`src/rtl/pc_gen_pkg.sv`:
```
// Shared front-end types for the fetch PC generator.
// Latency: n/a (types and helpers only).
// Backpressure: n/a.
package pc_gen_pkg;

    typedef logic [31:0] virt_t;

    // Branch prediction result as produced by the BPU for the branch in decode.
    typedef struct packed {
        logic       valid;
        logic [3:0] br_op;
        logic       br_taken;
        virt_t      target;
    } predict_result_t;

    // Sources that force a full front-end redirect.
    typedef struct packed {
        logic ex;
        logic eret;
        logic tlb_op;
    } pipeline_flush_t;

    // SEQ: walking sequentially.
    // WAIT_DS: taken redirect latched, delay slot not yet accepted.
    // CORR: correction target loaded, waiting for the I-cache to take it.
    typedef enum logic [1:0] {
        SEQ     = 2'd0,
        WAIT_DS = 2'd1,
        CORR    = 2'd2
    } pc_state_e;

    function automatic virt_t seq_next(input virt_t pc);
        return pc + 32'd4;
    endfunction

endpackage

```
`src/rtl/pc_gen_if.sv`:
```
// I-cache instruction request channel (req / addr_ok handshake).
// Latency: combinational; the request is taken in any cycle with inst_req & inst_addr_ok.
// Backpressure: the cache holds off by leaving inst_addr_ok low; inst_addr stays stable.
//   inst_req     : request valid (fetch side)
//   inst_addr    : word-aligned fetch address (fetch side)
//   inst_addr_ok : cache accepted inst_addr this cycle (cache side)
interface pc_gen_if;
    import pc_gen_pkg::*;

    logic  inst_req;
    virt_t inst_addr;
    logic  inst_addr_ok;

    modport master (
        output inst_req,
        output inst_addr,
        input  inst_addr_ok
    );

    modport slave (
        input  inst_req,
        input  inst_addr,
        output inst_addr_ok
    );

endinterface

```
`src/rtl/pc_gen.sv`:
```
// Pre-IF next-PC generator: owns the fetch PC, redirects on flush / correction / taken prediction.
// Latency: inst_addr is the PC register; redirects take effect on the next cycle, fs_cancel is same-cycle.
// Backpressure: fs_stall drops inst_req; inst_addr_ok low holds the PC; redirects still update it.
//   clk, reset                        : clock, synchronous active-high reset
//   flush_valid / flush_target        : exception, ERET or TLB refetch redirect
//   bpu_pred_valid / bpu_br_taken /
//   bpu_target / ds_pc                : prediction for the branch in decode
//   bpu_is_correction /
//   bpu_correct_target                : BPU misprediction correction request
//   correct_finish                    : pulse when the correction address is accepted
//   fs_cancel                         : pulse discarding fetches younger than the redirect point
//   fs_stall                          : IF buffer full
//   ic                                : I-cache request channel
module pc_gen
    import pc_gen_pkg::*;
#(
    parameter virt_t RESET_PC = 32'hbfc0_0000,
    parameter int    Q_ACCEPT = 1
) (
    input  logic  clk,
    input  logic  reset,
    input  logic  flush_valid,
    input  virt_t flush_target,
    input  logic  bpu_pred_valid,
    input  logic  bpu_br_taken,
    input  virt_t bpu_target,
    input  virt_t ds_pc,
    input  logic  bpu_is_correction,
    input  virt_t bpu_correct_target,
    output logic  correct_finish,
    output logic  fs_cancel,
    input  logic  fs_stall,
    pc_gen_if.master ic
);

    // Only a single latched redirect slot (pend_target) exists.
    if (Q_ACCEPT != 1) begin : g_bad_q_accept
        $error("pc_gen supports only Q_ACCEPT == 1");
    end

    virt_t     pc_q, pc_d;
    virt_t     last_acc_q, last_acc_d;
    virt_t     pend_q, pend_d;
    virt_t     ds_addr;
    pc_state_e state_q, state_d;
    logic      accept;
    logic      pred_taken;

    assign ic.inst_req  = ~fs_stall & ~reset;
    assign ic.inst_addr = pc_q;
    assign accept       = ic.inst_req & ic.inst_addr_ok;

    // last_acc_d is the newest address the cache holds, including this cycle's accept.
    assign last_acc_d   = accept ? pc_q : last_acc_q;
    assign ds_addr      = seq_next(ds_pc);
    assign pred_taken   = bpu_pred_valid & bpu_br_taken;

    always_comb begin
        pc_d           = pc_q;
        state_d        = state_q;
        pend_d         = pend_q;
        fs_cancel      = 1'b0;
        correct_finish = 1'b0;

        if (!reset) begin
            if (flush_valid) begin
                // The BPU resets itself on flush, so no correct_finish here.
                // Leaving WAIT_DS/CORR is what drops any pending redirect.
                pc_d      = flush_target;
                state_d   = SEQ;
                fs_cancel = 1'b1;
            end else if (bpu_is_correction && state_q != CORR) begin
                pc_d      = bpu_correct_target;
                state_d   = CORR;
                fs_cancel = 1'b1;
            end else if (pred_taken && state_q == SEQ) begin
                if (pc_q == ds_addr && last_acc_d != ds_addr) begin
                    // Delay slot is the current PC and not yet taken: hold it, redirect afterwards.
                    state_d = WAIT_DS;
                    pend_d  = bpu_target;
                end else begin
                    // Delay slot already issued (or behind us): redirect now. Anything
                    // accepted after the delay slot is on the wrong path.
                    pc_d      = bpu_target;
                    fs_cancel = (last_acc_d != ds_addr);
                end
            end else if (accept) begin
                unique case (state_q)
                    SEQ: begin
                        pc_d = seq_next(pc_q);
                    end
                    WAIT_DS: begin
                        pc_d    = pend_q;
                        state_d = SEQ;
                    end
                    CORR: begin
                        pc_d           = seq_next(pc_q);
                        state_d        = SEQ;
                        correct_finish = 1'b1;
                    end
                    default: begin
                        state_d = SEQ;
                    end
                endcase
            end
        end
    end

    always_ff @(posedge clk) begin
        if (reset) begin
            pc_q       <= RESET_PC;
            last_acc_q <= RESET_PC - 32'd4;
            pend_q     <= '0;
            state_q    <= SEQ;
        end else begin
            pc_q       <= pc_d;
            last_acc_q <= last_acc_d;
            pend_q     <= pend_d;
            state_q    <= state_d;
        end
    end

endmodule

```
`src/flat_wrapper.sv`:
```
// flat-port wrapper written by rule: the top's interface ports become plain ports
module pc_gen_flat import pc_gen_pkg::*;
#(
    parameter virt_t RESET_PC = 32'hbfc0_0000,
    parameter int    Q_ACCEPT = 1
)
  (clk, reset, flush_valid, flush_target, bpu_pred_valid, bpu_br_taken, bpu_target, ds_pc, bpu_is_correction, bpu_correct_target, correct_finish, fs_cancel, fs_stall, ic_inst_req, ic_inst_addr, ic_inst_addr_ok);
  pc_gen_if ic_i ();
  input  logic clk;
  input  logic reset;
  input  logic flush_valid;
  input  virt_t flush_target;
  input  logic bpu_pred_valid;
  input  logic bpu_br_taken;
  input  virt_t bpu_target;
  input  virt_t ds_pc;
  input  logic bpu_is_correction;
  input  virt_t bpu_correct_target;
  output logic correct_finish;
  output logic fs_cancel;
  input  logic fs_stall;
  output wire logic [$bits(ic_i.inst_req)-1:0] ic_inst_req;
  output wire logic [$bits(ic_i.inst_addr)-1:0] ic_inst_addr;
  input wire logic [$bits(ic_i.inst_addr_ok)-1:0] ic_inst_addr_ok;
  assign ic_inst_req = ic_i.inst_req;
  assign ic_inst_addr = ic_i.inst_addr;
  assign ic_i.inst_addr_ok = ic_inst_addr_ok;
  pc_gen #(.RESET_PC(RESET_PC), .Q_ACCEPT(Q_ACCEPT)) u_core (.clk(clk), .reset(reset), .flush_valid(flush_valid), .flush_target(flush_target), .bpu_pred_valid(bpu_pred_valid), .bpu_br_taken(bpu_br_taken), .bpu_target(bpu_target), .ds_pc(ds_pc), .bpu_is_correction(bpu_is_correction), .bpu_correct_target(bpu_correct_target), .correct_finish(correct_finish), .fs_cancel(fs_cancel), .fs_stall(fs_stall), .ic(ic_i));
endmodule
```
`config.mk`:
```
export PLATFORM = sky130hd
export DESIGN_NAME = pc_gen_flat
export DESIGN_NICKNAME = d
export VERILOG_FILES = /design/src/rtl/pc_gen_pkg.sv /design/src/rtl/pc_gen_if.sv /design/src/rtl/pc_gen.sv /design/src/flat_wrapper.sv
export SDC_FILE = /design/constraint.sdc
export NUM_CORES = 1
export LEC_CHECK = 0
export BUFFER_PORTS_ARGS = -buffer_cell sky130_fd_sc_hd__buf_2
export CAP_MARGIN = 20
export CORE_ASPECT_RATIO = 0.5
export CORE_MARGIN = 2
export CORE_UTILIZATION = 59
export DETAILED_ROUTE_END_ITERATION = 16
export PLACE_DENSITY = 0.83
export RECOVER_POWER = 100
export SYNTH_ARGS = -nofsm -noshare
export SYNTH_HDL_FRONTEND = slang
export SYNTH_SLANG_ARGS = --single-unit
```
`constraint.sdc`:
```
create_clock -name clk -period 9.5 [get_ports clk]
set_input_delay 1.9 -clock clk [delete_from_list [all_inputs] [get_ports clk]]
set_output_delay 1.9 -clock clk [all_outputs]
set_load 0.02 [all_outputs]
```
### After elaboration in Yosys (flattened, before gate mapping)

Cells that the tools add are included.

* input bits: 136
* output and inout bits: 35
* register bits after elaboration: 98
* logic and storage cells: 62

* reduce and logical (&&, ||, !) cells: 15
* multiplexer cells: 23
* eq/ne operators: 10
* bitwise logic cells: 7
* add/sub/neg operators: 2

Operators with widths (count)
* 32-bit two-way mux: 6
* 32-bit by 3-bit adder with 32-bit output (second input constant): 2
* 32-bit one-hot mux with 2 select lines: 1
* 32-bit == test: 1
* 32-bit inequality test: 1
* 1-bit two-way mux: 11
* 2-bit two-way mux: 5
* 3-bit AND reduction: 3
* 2-bit inequality test (second input constant): 3
* 3-bit by 2-bit inequality test with 1-bit output (second input constant): 2
* 5-bit nonzero test: 1
* 4-bit by 3-bit inequality test with 1-bit output (second input constant): 1
* 1-bit inverter: 4
* 4-bit AND reduction: 1
* 4-bit nonzero test: 1
* 2-bit OR reduction: 2
* 1-bit AND: 3
* 1-bit logical AND: 3
* 3-bit nonzero test: 1
* 3-bit OR reduction: 1
* 2-bit by 1-bit == test with 1-bit output (second input constant): 1
* 2-bit == test (second input constant): 1
* 2-bit zero test: 1
* 2-bit nonzero test: 1

### Logic depth before layout (Yosys ltp)

* depth in word-level cells: 11
* mapped depth: 15
* depth with buffers taken out: 12

### Worst setup path before layout

No wires, ideal clock.

* path kind: input port to output port
* start: input ds_pc[18]
* end: output fs_cancel
* buffers on the path: 1
* stages: 10
* arrival time: 4.510 ns
* data required time: 7.600 ns
* setup slack: 3.090 ns
* cell sequence: clkbuf_1 > nand2_1 > or3_4 > nor4_1 > xnor2_1 > o211ai_1 > or4b_2 > nor4_2 > nand2b_1 > a21oi_1

* cells in the longest elaborated chain, start to end: 8
* elaborated cells between the ends (all ways): 9
* classes of those cells: add/sub: 1; eq/ne: 2; mux: 5; reduce/logical: 1

RTL lines
* start, declared: line flat_wrapper.sv:16 `input virt_t ds_pc;`
* 32-bit by 3-bit adder with 32-bit output *: line pc_gen_pkg.sv:33 `return pc + 32'd4;`
* 32-bit == test or 32-bit inequality test (tied branches): line pc_gen.sv:77, pc_gen.sv:85
* 1-bit logical AND: line pc_gen.sv:77 `if (pc_q == ds_addr && last_acc_d != ds_addr) begin`
* 1-bit two-way mux *: line pc_gen.sv:77
* 1-bit two-way mux *: line pc_gen.sv:76 `end else if (pred_taken && state_q == SEQ) begin`
* 1-bit two-way mux *: line pc_gen.sv:72 `end else if (bpu_is_correction && state_q != CORR) begin`
* 1-bit two-way mux *: line pc_gen.sv:66 `if (flush_valid) begin`
* 1-bit two-way mux *: line pc_gen.sv:65 `if (!reset) begin`
* end, declared: line flat_wrapper.sv:20 `output logic fs_cancel;`

Every way passes the cells marked *; elsewhere a longest branch is shown, timed or not.

### Final worst setup path

* start: input fs_stall
* end: register u_core.pc_q[21] (netlist: u_core.ic.inst_addr[21])

* cells in the longest elaborated chain, start to end: 8
* elaborated cells between the ends (all ways): 9
* classes of those cells: eq/ne: 2; mux: 1; bitwise: 3; reduce/logical: 3

RTL lines
* start, declared: line flat_wrapper.sv:21 `input logic fs_stall;`
* 1-bit inverter *: line pc_gen.sv:49 `assign ic.inst_req = ~fs_stall & ~reset;`
* 1-bit AND *: line pc_gen.sv:49
* 1-bit AND *: line pc_gen.sv:51 `assign accept = ic.inst_req & ic.inst_addr_ok;`
* 32-bit two-way mux: line pc_gen.sv:54 `assign last_acc_d = accept ? pc_q : last_acc_q;`
* 32-bit inequality test: line pc_gen.sv:77
* 1-bit logical AND: line pc_gen.sv:77
* 4-bit by 3-bit inequality test with 1-bit output (no source line)
* 3-bit AND reduction (no source line) *
* end signal, assigned: line pc_gen.sv:116 `pc_q <= pc_d;`
* end, declared: line pc_gen.sv:41 `virt_t pc_q, pc_d;`

Marks and branches as above.
A chain may end at the register's enable or synchronous reset.

==> results.txt <==
----------------------------------------------------
[Clocking]
  TritonCTS Buffers ... 9
  Post-CTS Setup Bufs ... 0
  Total of hold buffers inserted after clock tree synthesis ... 0
  Cell at the root of the clock tree ... sky130_fd_sc_hd__clkbuf_16
  Clock sink count ... 98
  Clock input transition at the sequential cells of the worst setup and hold paths ... about 0.070 ns
  Count of H-tree levels built during CTS ... 3
  CTS tree ... yes
  CTS resizes ... 0
  Clock latency of the later-clocked register in the worst-skew pair ... approximately 0.35 ns
  Max clock buf depth ... 2

[Timing]
  Worst Max-Slew Pin Slew ... approximately 2.5 ns
  Number of pins with negative max-slew slack in the final report ... 94
  Final count of hold timing violations ... 0
  Setup skew after layout ... 0.00547 ns
  Worst setup margin ... about 1.7 ns
  Final setup fails ... 0
  FMAX ... around 0.13 GHz
  Setup TNS ... 0 ns
  Relative max-transition margin ... -65.5%
  Post-layout min period ... between 7 and 8 ns
  RSZ-0062 raised after global routing ... no
  Final cycle utilization of the critical path ... between 80 and 90%
  Minimum hold slack ... between 0.4 and 0.5 ns

[Layout]
  Growth of design area from synthesis to finish ... 14.5%
  Net total in the final layout ... around 1,200
  Area occupied by multi-input gates ... about 4900 um^2
  Antenna diode instance count ... 0
  Final core area utilization ... between 60% and 70%
  Proportion of layout cells with a drive suffix above 1 ... between 10% and 20%
  Final Cell Area ... approximately 8300 um^2
  Count of filler cells inserted in the layout ... between 1,000 and 1,500
  Finished Layout Cells ... between 1,000 and 1,500
  Register cell area after layout ... just under 2000 um^2

[Synth]
  Ranking of synthesized cells by area ... sky130_fd_sc_hd__dfxtp_1 (27%), sky130_fd_sc_hd__mux2i_1 (11%), sky130_fd_sc_hd__xnor2_1 (7.7%)
  Flip-flop and latch count after synthesis ... 98
  Commonest cells post-synth ... sky130_fd_sc_hd__nor2_1 (108), sky130_fd_sc_hd__dfxtp_1 (98), sky130_fd_sc_hd__mux2i_1 (83), sky130_fd_sc_hd__nand2_1 (82), sky130_fd_sc_hd__xnor2_1 (64)
  Nets in the synthesized netlist ... around 1,100
  Number of different library cells in the post-synthesis netlist ... 68
  Most used DFF post-synth ... sky130_fd_sc_hd__dfxtp_1
  Cell type with the largest total area after synthesis ... sky130_fd_sc_hd__dfxtp_1
  Count leader, synth ... sky130_fd_sc_hd__nor2_1
  Share of flip-flops with an asynchronous set or reset after synthesis ... 0%
  Synthesized area per cell ... 7.83 um^2
  Post-synthesis instance area ... roughly 7300 um^2
  Number of flops mapped to enable cells by yosys ... 0
  Ys Warns ... 0
  Sequential cell area fraction in the yosys report ... between 20% and 30%
  Synthesized instance count ... roughly 930
  Synth top area share ... 26.9%

[Placed design]
  Worst slack at placement ... 2.51 ns
  Post-DP Area ... around 8100 um^2
  Placed insts ... 1,203
  Count of buffers from port buffering ... 170
  Post-DP HPWL ... 18,000 um
  RD Place Congestion ... ~1

[Setup path]
  CP Data Required Time ... 9.76 ns
  Crit path max fanout ... 31
  CP Data Arrival Time ... 8.10 ns
  Kind of end point of the critical path ... flop
  Worst Path Class, Setup ... input pin to flop
  Kind of launch point of the worst setup path ... input pin

[Route]
  Router iterations before antenna repair ... 6
  Average routed wire per standard cell ... 20.0 um
  DRC violation count after routing ... 0
  Via count ... 7,635
  Mean number of vias per cell ... about 6.3
  DRC marker count from the first detailed-route iteration ... about 1,100
  Final Routed Wirelength ... 24,400 um
  Residual antenna-violating net count after detailed routing ... 0

[Die]
  Number of rows in the core area ... 28
  Initial Utilization ... between 60 and 70%
  I/O pin count ... roughly 170
  Core Region ... around 12,000 um^2
  Die ar. ... about 13,000 um^2
  Die H ... between 80 and 90 um
  Die X-Extent ... approximately 160 um

[Power and ir drop]
  Power per cell area ... around 130 nW/um^2
  Leak pwr ... between 3 and 4 nW
  Power Total ... 1.13 mW
  Worst vdd ir ... roughly 0.00014 V

[Min path]
  Type of the worst min-delay path ... flop to flop

[Global routing]
  Overall overflow remaining after global route ... 0
  Total routing resource utilization after global routing ... roughly 36%
  Number of global-route vias before repair ... 6,689
  Largest net degree at the start of global routing ... 108
  Global-route wire length before repair ... 36,400 um
  Antenna violations before repair ... 1

[Status]
  Status ... finished with violations
  Failing checks ... capacitance limit, slew limit

[Flow run]
  Maximum capacitance violations ... 3

----------------------------------------------------
-- power by group --
group | internal (mW) | switching [mW] | leakage (nW)
combinational | 0.114 | 0.169 | 2.15
clock | 0.218 | 0.156 | 0.145
sequential | 0.430 | 0.0398 | 0.802
total | 0.762 | 0.364 | 3.10
-- sequential cells by signal (all words and copies together) (netlist names) --
| register | count |
|---|---|
| u_core.ic.inst_addr | 32 |
| u_core.last_acc_q | 32 |
| u_core.pend_q | 32 |
| u_core.state_q | 2 |
-- layer usage --
layer | vias to the layer above | track usage (%) | wire length (um) | share of wire, %
met3 | 40 | 11.2 | 3500 | 14
met2 | 508 | 52.0 | 9890 | 41
met5 | - | 0 | 14 | 0.057
li1 | 3551 | - | - | -
met1 | 3534 | 52.1 | 10700 | 44
met4 | 2 | 6.16 | 265 | 1.1
-- logic make-up after synthesis --
kind of cell | after synthesis | synth area share (%)
adders and majority gates | 2 | 0.343
DFF | 98 | 26.9
muxes | 85 | 11.7
xor gates and xnor gates | 100 | 13.5
buffers and inverters | 95 | 5.58
AOI/OAI and AO/OA | 186 | 17.3
and+or+nand+nor | 365 | 24.7
-- critical path: stages --
cell                       delay (ns)
sky130_fd_sc_hd__clkbuf_1        0.08
sky130_fd_sc_hd__nor3b_1         0.21
sky130_fd_sc_hd__clkbuf_1        1.54
sky130_fd_sc_hd__mux2i_1         0.42
sky130_fd_sc_hd__xnor2_1         0.34
sky130_fd_sc_hd__xnor2_1         0.09
sky130_fd_sc_hd__a31oi_1         0.35
sky130_fd_sc_hd__nor4_1          0.10
sky130_fd_sc_hd__a31oi_1         0.23
sky130_fd_sc_hd__nand2_1         0.26
sky130_fd_sc_hd__a21oi_4         0.70
sky130_fd_sc_hd__clkbuf_1        1.17
sky130_fd_sc_hd__a21oi_1         0.31
sky130_fd_sc_hd__a221oi_2        0.34
-- cells in the final DEF (no fill, tap or decap), types with 25 or more instances in the layout --
| cell type | count |
|---|---|
| sky130_fd_sc_hd__a21oi_1 | 49 |
| sky130_fd_sc_hd__buf_2 | 133 |
| sky130_fd_sc_hd__clkbuf_1 | 41 |
| sky130_fd_sc_hd__dfxtp_1 | 98 |
| sky130_fd_sc_hd__mux2i_1 | 83 |
| sky130_fd_sc_hd__nand2_1 | 83 |
| sky130_fd_sc_hd__nand2b_1 | 32 |
| sky130_fd_sc_hd__nand3_1 | 31 |
| sky130_fd_sc_hd__nand4_1 | 25 |
| sky130_fd_sc_hd__nor2_1 | 108 |
| sky130_fd_sc_hd__o21ai_0 | 46 |
| sky130_fd_sc_hd__xnor2_1 | 64 |
| sky130_fd_sc_hd__xor2_1 | 28 |
-- final timing paths --
path | start | slack (ns) | cells past startpoint | end
setup reg to reg | u_core.ic.inst_addr[23]$_SDFFE_PP1P_ | 4.26 | 12 | u_core.ic.inst_addr[21]$_SDFFE_PP0P_
setup / recovery | fs_stall | 1.66 | 14 | u_core.ic.inst_addr[21]$_SDFFE_PP0P_
hold reg to reg | u_core.last_acc_q[21]$_SDFF_PP1_ | 0.49 | 2 | u_core.last_acc_q[21]$_SDFF_PP1_
hold / removal | u_core.last_acc_q[21]$_SDFF_PP1_ | 0.49 | 2 | u_core.last_acc_q[21]$_SDFF_PP1_
-- cell type report --
type                       count  share of cell area, %
multi-input combinational    738                   59.0
clock buffer                  12                   3.07
inverter                      22                  0.989
clock inverter                 4                  0.599
tap                          165                   2.47
timing repair buffer         180                   10.4
sequential                    98                   23.5
(Power assumes the default switching activity.)
